`src/rtl/pong_pkg.sv`:
```
// rtl/pong_pkg.sv - shared state, hit and winner encodings for the pong game controller
package pong_pkg;

    typedef enum logic [1:0] {
        S_NEWGAME = 2'd0,
        S_PLAY    = 2'd1,
        S_NEWBALL = 2'd2,
        S_OVER    = 2'd3
    } state_t;

    localparam logic [1:0] HIT_RIGHT = 2'b10;
    localparam logic [1:0] HIT_LEFT  = 2'b01;

    localparam logic [1:0] WIN_NONE  = 2'b00;
    localparam logic [1:0] WIN_P1    = 2'b01;
    localparam logic [1:0] WIN_P2    = 2'b10;

endpackage

```
`src/rtl/bcd2_counter.sv`:
```
// rtl/bcd2_counter.sv - two-digit BCD score counter with binary shadow count
module bcd2_counter (
    input  logic       clk,
    input  logic       reset,
    input  logic       i_clr,
    input  logic       i_inc,
    output logic [7:0] o_bcd,
    output logic [6:0] o_bin
);

    logic [3:0] r_tens;
    logic [3:0] r_ones;
    logic [6:0] r_bin;

    // BCD digits and binary shadow advance together; clear wins over increment
    always_ff @(posedge clk or posedge reset) begin
        if (reset) begin
            r_tens <= 4'd0;
            r_ones <= 4'd0;
            r_bin  <= 7'd0;
        end else if (i_clr) begin
            r_tens <= 4'd0;
            r_ones <= 4'd0;
            r_bin  <= 7'd0;
        end else if (i_inc) begin
            r_bin <= r_bin + 7'd1;
            if (r_ones == 4'd9) begin
                r_ones <= 4'd0;
                r_tens <= (r_tens == 4'd9) ? 4'd0 : r_tens + 4'd1;
            end else begin
                r_ones <= r_ones + 4'd1;
            end
        end
    end

    assign o_bcd = {r_tens, r_ones};
    assign o_bin = r_bin;

endmodule

```
`src/rtl/pong_game_ctrl.sv`:
```
// rtl/pong_game_ctrl.sv - pong game-flow FSM: start, serve pause, scoring, game over
module pong_game_ctrl
    import pong_pkg::*;
#(
    parameter int WIN_SCORE    = 7,
    parameter int PAUSE_CYCLES = 200000000,
    parameter int CNT_W        = 28
) (
    input  logic       clk,
    input  logic       reset,
    input  logic [3:0] btn,
    input  logic       miss,
    input  logic [1:0] hit,
    output logic       gra_still,
    output logic [7:0] p1_score,
    output logic [7:0] p2_score,
    output logic [1:0] winner,
    output logic       game_over,
    output logic [1:0] state_o
);

    localparam logic [CNT_W-1:0] PAUSE_LAST = CNT_W'(PAUSE_CYCLES - 1);
    localparam logic [6:0]       WIN_BIN    = 7'(WIN_SCORE);

    state_t           r_state;
    logic             r_gra_still;
    logic [1:0]       r_winner;
    logic             r_game_over;
    logic [CNT_W-1:0] r_cnt;
    logic             r_btn_any;
    logic             r_armed;

    logic [6:0] w_p1_bin;
    logic [6:0] w_p2_bin;
    logic       w_start;
    logic       w_p1_inc;
    logic       w_p2_inc;
    logic       w_pause_done;
    logic       w_clr;

    // The edge register is still 0 on the first clock after reset, so a button
    // held through reset would look like a fresh press; r_armed masks that clock.
    assign w_start      = (|btn) & ~r_btn_any & r_armed;
    assign w_p1_inc     = (r_state == S_PLAY) && miss && (hit == HIT_RIGHT);
    assign w_p2_inc     = (r_state == S_PLAY) && miss && (hit == HIT_LEFT);
    assign w_pause_done = (r_cnt == PAUSE_LAST);
    assign w_clr        = (r_state == S_OVER) && w_pause_done;

    bcd2_counter u_p1 (
        .clk   (clk),
        .reset (reset),
        .i_clr (w_clr),
        .i_inc (w_p1_inc),
        .o_bcd (p1_score),
        .o_bin (w_p1_bin)
    );

    bcd2_counter u_p2 (
        .clk   (clk),
        .reset (reset),
        .i_clr (w_clr),
        .i_inc (w_p2_inc),
        .o_bcd (p2_score),
        .o_bin (w_p2_bin)
    );

    // Game-flow FSM with registered ball-freeze, winner and game-over outputs
    always_ff @(posedge clk or posedge reset) begin
        if (reset) begin
            r_state     <= S_NEWGAME;
            r_gra_still <= 1'b1;
            r_winner    <= WIN_NONE;
            r_game_over <= 1'b0;
            r_cnt       <= '0;
            r_btn_any   <= 1'b0;
            r_armed     <= 1'b0;
        end else begin
            r_btn_any <= |btn;
            r_armed   <= 1'b1;
            case (r_state)
                S_NEWGAME: begin
                    r_gra_still <= 1'b1;
                    r_winner    <= WIN_NONE;
                    if (w_start) begin
                        r_state     <= S_PLAY;
                        r_gra_still <= 1'b0;
                    end
                end
                S_PLAY: begin
                    r_gra_still <= 1'b0;
                    r_cnt       <= '0;
                    if (w_p1_inc || w_p2_inc) begin
                        r_gra_still <= 1'b1;
                        if (w_p1_inc && (w_p1_bin + 7'd1 == WIN_BIN)) begin
                            r_state     <= S_OVER;
                            r_winner    <= WIN_P1;
                            r_game_over <= 1'b1;
                        end else if (w_p2_inc && (w_p2_bin + 7'd1 == WIN_BIN)) begin
                            r_state     <= S_OVER;
                            r_winner    <= WIN_P2;
                            r_game_over <= 1'b1;
                        end else begin
                            r_state <= S_NEWBALL;
                        end
                    end
                end
                S_NEWBALL: begin
                    r_gra_still <= 1'b1;
                    r_cnt       <= r_cnt + 1'b1;
                    if (w_pause_done) begin
                        r_state     <= S_PLAY;
                        r_gra_still <= 1'b0;
                        r_cnt       <= '0;
                    end
                end
                S_OVER: begin
                    r_gra_still <= 1'b1;
                    r_cnt       <= r_cnt + 1'b1;
                    if (w_pause_done) begin
                        r_state     <= S_NEWGAME;
                        r_winner    <= WIN_NONE;
                        r_game_over <= 1'b0;
                        r_cnt       <= '0;
                    end
                end
                default: r_state <= S_NEWGAME;
            endcase
        end
    end

    assign gra_still = r_gra_still;
    assign winner    = r_winner;
    assign game_over = r_game_over;
    assign state_o   = r_state;

endmodule
```
`config.mk`:
```
export PLATFORM = sky130hd
export DESIGN_NAME = pong_game_ctrl
export DESIGN_NICKNAME = d
export VERILOG_FILES = /design/src/rtl/pong_pkg.sv /design/src/rtl/bcd2_counter.sv /design/src/rtl/pong_game_ctrl.sv
export SDC_FILE = /design/constraint.sdc
export NUM_CORES = 1
export LEC_CHECK = 0
export BUFFER_PORTS_ARGS = -buffer_cell sky130_fd_sc_hd__buf_4
export CORE_ASPECT_RATIO = 1.5
export CORE_MARGIN = 8
export CORE_UTILIZATION = 45
export DETAILED_ROUTE_END_ITERATION = 16
export PLACE_DENSITY = 0.62
export SLEW_MARGIN = 20
export SYNTH_ARGS = -nofsm -noshare
export SYNTH_HDL_FRONTEND = slang
export SYNTH_SLANG_ARGS = --single-unit
```
`constraint.sdc`:
```
create_clock -name clk -period 2.2 [get_ports clk]
set_input_delay 0.22 -clock clk [delete_from_list [all_inputs] [get_ports clk]]
set_output_delay 0.22 -clock clk [all_outputs]
set_load 0.005 [all_outputs]
```
Word level (Yosys, flattened, before mapping)
Index checks and enable logic that the tools add are counted.
{"block": "op_classes", "n_addsub": 7, "eq_ne": 17, "mux": 40, "bitwise_logic": 3, "n_reduce_logical": 22}
{"operator": "$mux 4", "count": 14}
{"operator": "$pmux 28 s2", "count": 1}
{"operator": "$add 28x1->28 const B", "count": 1}
{"operator": "$eq 28x28->1 const B", "count": 1}
{"operator": "$mux 28", "count": 1}
{"operator": "$mux 7", "count": 4}
{"operator": "$add 4x1->4 const B", "count": 4}
{"operator": "$eq 4x4->1 const B", "count": 4}
{"operator": "$add 7x1->7 const B", "count": 2}
{"operator": "$eq 7x3->1 const B", "count": 2}
{"operator": "$mux 2", "count": 7}
{"operator": "$reduce_and 4->1", "count": 3}
{"operator": "$reduce_bool 2->1", "count": 6}
{"operator": "$mux 1", "count": 9}
{"operator": "$pmux 2 s4", "count": 1}
{"operator": "$eq 2x2->1 const B", "count": 3}
{"operator": "$logic_and 1x1->1", "count": 6}
{"operator": "$ne 2x2->1 const B", "count": 3}
{"operator": "$pmux 2 s3", "count": 1}
{"operator": "$eq 2x1->1 const B", "count": 2}
{"operator": "$pmux 1 s4", "count": 1}
{"operator": "$reduce_and 2->1", "count": 2}
{"operator": "$reduce_or 4->1", "count": 1}
{"operator": "$ne 3x1->1 const B", "count": 1}
{"operator": "8 further kinds", "count": 9}
{"block": "totals", "register_bits": 66, "input_bits": 9, "out_inout_bits": 22}

Logic depth before layout (Yosys ltp)
Gate-level depths: netlist (run 1).
{"block": "depth", "word_depth": 8, "ltp_mapped": 8, "mapped_depth_nobuf": 7}

Hierarchy
From an unflattened synthesis (run 1), not the netlist that was laid out.
{"block": "unflattened", "hier_cells": 375, "area_unflattened_um2": 3641.0}
{"mod": "pong_game_ctrl", "instances": 1, "cells_each": 225, "area_each_um2": 2057.0, "seq_area_each_um2": 902.1}
{"mod": "bcd2_counter", "instances": 2, "cells_each": 75, "area_each_um2": 792.0, "seq_area_each_um2": 375.4}

Worst setup path after synthesis (run 1)
No wires, ideal clock.
{"block": "synth_timing", "kind": "register to register", "start": "reg r_cnt[0]", "end": "reg r_cnt[24]", "setup_time_ps": 124, "t_arrival_ps": 1889, "required_ps": 2076, "slack_ps": 187, "stages_incl_launch_ff": 9, "synth_period_minus_slack_ps": 2013, "cell_sequence": "dfrtp_1 -> ha_1 -> and4_1 -> buf_2 -> nand4_2 -> o31ai_4 -> buf_4 -> a211oi_1 -> a211o_1"}
{"block": "synth_via", "elab_chain_len": 3, "word_cells_on_any_way": 4}
{"item": "start, declared", "line": "pong_game_ctrl.sv:29", "source": "logic [CNT_W-1:0] r_cnt;"}
{"item": "start signal, assigned", "line": "pong_game_ctrl.sv:109", "source": "r_cnt <= r_cnt + 1'b1;"}
{"item": "start signal, assigned", "line": "pong_game_ctrl.sv:118", "source": "r_cnt <= r_cnt + 1'b1;"}
{"item": "$add 28x1->28 or $eq 28x28->1 (tied branches)", "line": "pong_game_ctrl.sv:109, pong_game_ctrl.sv:118, pong_game_ctrl.sv:46"}
{"item": "$mux 28 *", "line": "pong_game_ctrl.sv:110, pong_game_ctrl.sv:119"}
{"item": "$pmux 28 s2 *", "line": "pong_game_ctrl.sv:80", "source": "case (r_state)"}
Every way passes the cells marked *; elsewhere a longest branch is shown, timed or not.
A chain may end at the register's enable or synchronous reset.

Worst setup path after layout (run 1)
{"block": "layout_timing", "start": "reg r_cnt[20]", "end": "reg r_winner[1] (netlist: winner[1])"}
{"block": "layout_via", "elab_chain_len": 3}
{"item": "$eq 28x28->1", "line": "pong_game_ctrl.sv:46", "source": "assign w_pause_done = (r_cnt == PAUSE_LAST);"}
{"item": "$ne 2x2->1 (no source line)"}
{"item": "$reduce_and 4->1 (no source line)"}
{"item": "end signal, assigned", "line": "pong_game_ctrl.sv:72", "source": "r_winner <= WIN_NONE;"}
{"item": "end signal, assigned", "line": "pong_game_ctrl.sv:83", "source": "r_winner <= WIN_NONE;"}
{"item": "end signal, assigned", "line": "pong_game_ctrl.sv:96", "source": "r_winner <= WIN_P1;"}
{"item": "end, declared", "line": "pong_game_ctrl.sv:27", "source": "logic [1:0] r_winner;"}
Every way passes these cells.

==> run metrics, run 1 <==
Reg clk slew, reported paths=0.05 ns; crit-path leading delay family=simple AND/OR/NAND/NOR gates; post-DP HPWL=approximately 5800 um; Slew Limit Fails=0; max cap viols=0; Power Dens Cells=626 nW/um2; routed wire length=8490 um; crit share post-route=roughly 95%; Final min period=2.08 ns; final core utilization=55.5%; CTS sink count=66; Max VDD drop=between 0.0004 and 0.0005 V; setup ws final=0.118 ns; CP endpoint kind=register; slowest cell on the critical path=dfrtp_1; Synth Register Bits=66; Syn Inst Count=407; Total GRT Usage=between 10% and 20%; clock latency on the worst-skew pair=about 0.34 ns; Yosys top cell area share=between 40% and 50%; origin of the critical flop-to-flop path=r_cnt[20]; Area growth, synth to finish=20.3%; reg2reg path depth=7; total number of yosys warnings=0; gpl congestion=0.836; Synth area leaders=dfrtp_1 (44%), nor2_1 (4.5%), nand2_1 (4.0%); Syn Area/Cell=9.08 um2; Setup Total Neg Slack=0 ns; CTS tree=yes; Hold Crit Class=input pin to register; nets=467; number of synthesized flops with an enable pin=0; layout cell share with drive strength beyond 1=15.7%; Die X=90.0 um; CP bufs+invs=2; first-pass GRT wire length=14,500 um; post-synth net total=427; # H-tree levels=3; vias in the first global route=3,162; Post-synth top flop=dfrtp_1; port bufs=30; Hold Path Sink=r_btn_any; WL/cell=between 15 and 20 um; Die Area=11,400 um2; residual DRC count=0; worst path cell trace=nor4b_1 -> nand4_1 -> buf_4 -> nor4_4 -> buf_12 -> nor2_1 -> o211a_1; Seq/Total Area, Yosys=44.7%; Worst EP arrival=2.30 ns; FF-to-FF setup slack=0.12 ns; Design Area, Final=4440 um2; postcts setup bufs=0; dominant cell type by area after synthesis=dfrtp_1; Hold Startpoint=btn[2]; worst slack at placement=0.123 ns; IO Pins=31; Hold Crit Depth=2; via/cell ratio=5.59; most common cell after layout, fill and taps aside=dfrtp_1; starting density of the core=46.1%; largest net degree at the start of global routing=67; commonest cells after routing, fill and taps aside=dfrtp_1 (65), nor2_1 (44), buf_4 (44); CTS Root Buffer Type=clkbuf_16; maximum clock path buffer count=2; DR vias=between 3,000 and 4,000; Final setup viols=0; # diodes=0; Num CTS Buffers=9; crit path max fanout=33; worst endpoint required time=around 2.4 ns; status=complete, no violations; core area=between 8000 and 9000 um2; Critical Path Max Stage Delay=between 0.4 and 0.5 ns; grt ovf=0; Setup crit start kind=register; fmax=480 MHz; clk_skew=0.00721 ns; endpoints failing hold=0; Post-Place Cell Area=4110 um2; DRT antenna net count=0; Netlist cell types=55; # fillers=755; Post-synth ARST share=100%; Tot Pwr=2.78 mW; Setup CP Type=register to register; Leakage=approximately 2.1 nW; RSZ-0062 raised after global routing=false; Die Ht=127 um; cell row count=40; DRT iter0 DRCs=~140; worst r2r dst=winner[1]; first drt pass iteration count=4; synthesized area=between 3000 and 4000 um2; initial antenna violation count=0
-- cell usage after synthesis (all sizes together) (3+ instances only) --
cell type,number
ha,11
clkbuf,8
a21oi,25
a21o,7
dfrtp,65
or3,13
inv,17
mux2i,3
o21ai,31
buf,11
and2,4
a22o,5
nand4,13
xor2,12
xnor2,15
nor4,7
and3,6
nand3,20
and3b,3
and4,5
nor3,12
nor2,44
nor2b,5
nand2,39
-- where the power goes --
group,switching (mW),internal (mW)
Clock,0.518,1.00
Sequential,0.000332,1.22
Combinational,0.0283,0.0155
-- cell families (layout without fill, tap and decap cells) --
family / Yosys count / count (layout) / share of synthesized area [%]
AOI/OAI and AO/OA: 84 / 84 / 14.2
xor gates and xnor gates: 27 / 27 / 6.40
adders and majority gates: 11 / 11 / 3.72
buffers and inverters: 36 / 81 / 4.91
DFF: 66 / 66 / 44.7
muxes: 3 / 3 / 0.813
other: 1 / 1 / 0.101
and+or+nand+nor: 179 / 179 / 25.2
-- repair_timing --
action                                  4_1_cts  5_1_grt
hold buffers                                  1        0
endpoints found under the hold margin        65        0
resized for setup                             0        1
endpoints found under the setup margin        0        1
-- registers in the layout, indices dropped and copies added, names as in the netlist, 2 cells and up --
signal	count
r_cnt	28
u_p1.o_bin	7
u_p2.o_bin	7
u_p1.r_ones	4
u_p1.r_tens	4
u_p2.r_ones	4
u_p2.r_tens	4
state_o	2
winner	2
-- worst max path at each step --
stage,slack (ns),from,cells after the start,to
2_1_floorplan,0.19,r_cnt[0],8,r_cnt[24]
3_3_place_gp,0.16,r_cnt[0],6,r_cnt[24]
3_5_place_dp,0.12,r_cnt[0],6,r_cnt[24]
4_1_cts,0.12,r_cnt[0],6,r_cnt[24]
5_1_grt,0.006,r_cnt[20],7,winner[1]
6_report,0.12,r_cnt[20],7,winner[1]
-- metal layers --
metal / vias up / track usage (%) / wire length, um
met4: 0 / 8.66 / 226
met5: - / 0 / 0
met3: 14 / 3.28 / 287
met1: 1527 / 16.5 / 3650
met2: 60 / 27.7 / 4330
li1: 1513 / - / -
-- per-stage QoR --
step | hold slack [ns] | instances
6_report | 0.0995 | 557
5_1_grt | 0.0976 | 557
4_1_cts | 0.0878 | 557
3_5_place_dp | 0.334 | 540
3_3_place_gp | 0.332 | 540
2_1_floorplan | 0.348 | 407
-- final cells by class --
class	instances	area (um2)	share of cell area, %
clock buffers	15	288	6.48
well taps	105	131	2.96
multi-input cells	305	1880	42.2
repair buffers	48	400	9.01
flip-flops and latches	66	1650	37.2
inverters	17	63.8	1.44
clock inverters	1	30.0	0.676
No activity file was read; power rests on OpenSTA's default activity.
==> run 2: changes to the inputs <==
--- a/config.mk
+++ b/config.mk
@@ -11,6 +11,7 @@
 export CORE_UTILIZATION = 45
 export DETAILED_ROUTE_END_ITERATION = 16
 export PLACE_DENSITY = 0.62
+export SETUP_SLACK_MARGIN = 0.4
 export SLEW_MARGIN = 20
 export SYNTH_ARGS = -nofsm -noshare
 export SYNTH_HDL_FRONTEND = slang
==> run 2 against run 1 <==
Sequential cell count stayed put. Wire length is 13% higher. Sequential power hardly changed. Via count is 5.0% higher. Fmax is 3.0% higher. Register-to-register slack better by 0.06 ns. Die area stayed put. Critical path type unchanged.
==> run metrics, run 2 (synthesized netlist as in run 1, its figures left out) <==
port bufs=30; CTS Root Buffer Type=clkbuf_16; initial antenna violation count=0; # diodes=0; Reg clk slew, reported paths=0.05 ns; first-pass GRT wire length=about 15,000 um; first drt pass iteration count=4; worst endpoint required time=2.40 ns; crit path max fanout=6; placed cells=535; Final setup viols=0; most common cell after layout, fill and taps aside=dfrtp_1; cell row count=40; fmax=roughly 490 MHz; Total GRT Usage=15.8%; Setup crit start kind=register; Die Ht=about 130 um; # H-tree levels=3; relative slew slack=60.0%; Die Area=11,400 um2; DRT antenna net count=0; Leakage=2.25 nW; Worst Tran Pin Value=0.593 ns; core area=8010 um2; Num CTS Buffers=9; clk_skew=approximately 0.0061 ns; starting density of the core=around 46%; endpoints failing hold=0; IO Pins=31; routed wire length=9590 um; Setup CP Type=register to register; DR vias=roughly 3,300; maximum clock path buffer count=2; clock latency on the worst-skew pair=0.33 ns; max cap viols=0; Final min period=a little over 2 ns; vias in the first global route=approximately 3,200; Hold Crit Class=input pin to register; CP endpoint kind=register; via/cell ratio=5.59; layout cell share with drive strength beyond 1=34.0%; status=complete, no violations; RSZ-0062 raised after global routing=true; grt ovf=0; commonest cells after routing, fill and taps aside=dfrtp_1 (63), buf_4 (56), nand2_1 (37); residual DRC count=0; CTS sink count=66; FF-to-FF setup slack=between 0.15 and 0.2 ns; max reg flops=28; nets=495; Slew Limit Fails=0; Worst EP arrival=roughly 2.2 ns; Setup Total Neg Slack=0 ns; largest net degree at the start of global routing=67; post-DP HPWL=5670 um; Area growth, synth to finish=37.0%; Max VDD drop=0.000442 V; crit share post-route=91.9%; DRT iter0 DRCs=about 170; CTS tree=yes; final core utilization=63.2%; Die X=90.0 um; final std cells w/o fill=585; Top reg by flops=r_cnt; Power Dens Cells=546 nW/um2; gpl congestion=between 0.8 and 0.9; WL/cell=16.4 um
## run 2: cell count changes in the layout (fill, tap and decap cells not counted), sizes merged
cell and change:
clkbuf -4, bufinv +1, inv -1, clkinvlp +2, buf +27, clkinv +3
## run 2: worst paths after layout
check                          start   endpoint  cells past startpoint
min in group asynchronous      reset   r_cnt[3]                      4
max reg2reg                r_cnt[18]  r_cnt[18]                      6
min                           btn[2]  r_btn_any                      2
min reg2reg                r_cnt[25]  r_cnt[25]                      2
max in group asynchronous      reset  gra_still                      4
max                        r_cnt[18]  r_cnt[18]                      6
## run 2: where the power goes
group	switching (mW)	internal [mW]
sequential	0.000285	1.22
clock	0.518	0.985
combinational	0.0300	0.0158
## run 2: area by class of cell
cell class                      instances  area [um2]
Fill cell                             649        2950
Multi-Input combinational cell        305        2190
Sequential cell                        66        1660
Timing Repair Buffer                   76         706
Clock buffer                           10         229
Tap cell                              105         131
Clock inverter                          6        82.6
Inverter                               17        67.6
## run 2: critical path, cell delays in order (launching register included)
cell and delay [ns]:
dfrtp_2 0.46, nor4b_4 0.27, nand4_1 0.19, buf_4 0.19
o31a_4 0.32, buf_6 0.15, a221o_1 0.31
## run 2: metrics by stage
step	hold WS, ns	setup slack [ns]	instance area (um2)	power (mW)
2_1_floorplan	0.348	0.311	3760	1.26
3_3_place_gp	0.351	0.174	4100	1.28
3_5_place_dp	0.353	0.128	4100	1.28
4_1_cts	0.105	0.274	4620	2.79
5_1_grt	0.119	0.135	5060	2.85
6_report	0.107	0.179	5060	2.76
## run 2: timing repair
| item | CTS | global route |
|---|---|---|
| gates resized for setup | 20 | 77 |
| endpoints found under the hold margin | 18 | 0 |
| hold buffers | 1 | 0 |
| pin swaps | 7 | 41 |
| gates cloned | 0 | 3 |
| buffers inserted | 17 | 13 |
| setup endpoints to repair | 59 | 60 |
## run 2: routing by layer
layer	wire (um)	track usage, %	part of all wire [%]
met1	3790	17.0	40
met2	5120	27.6	53
met3	405	3.69	4.2
met4	269	9.25	2.8
met5	0	0	0
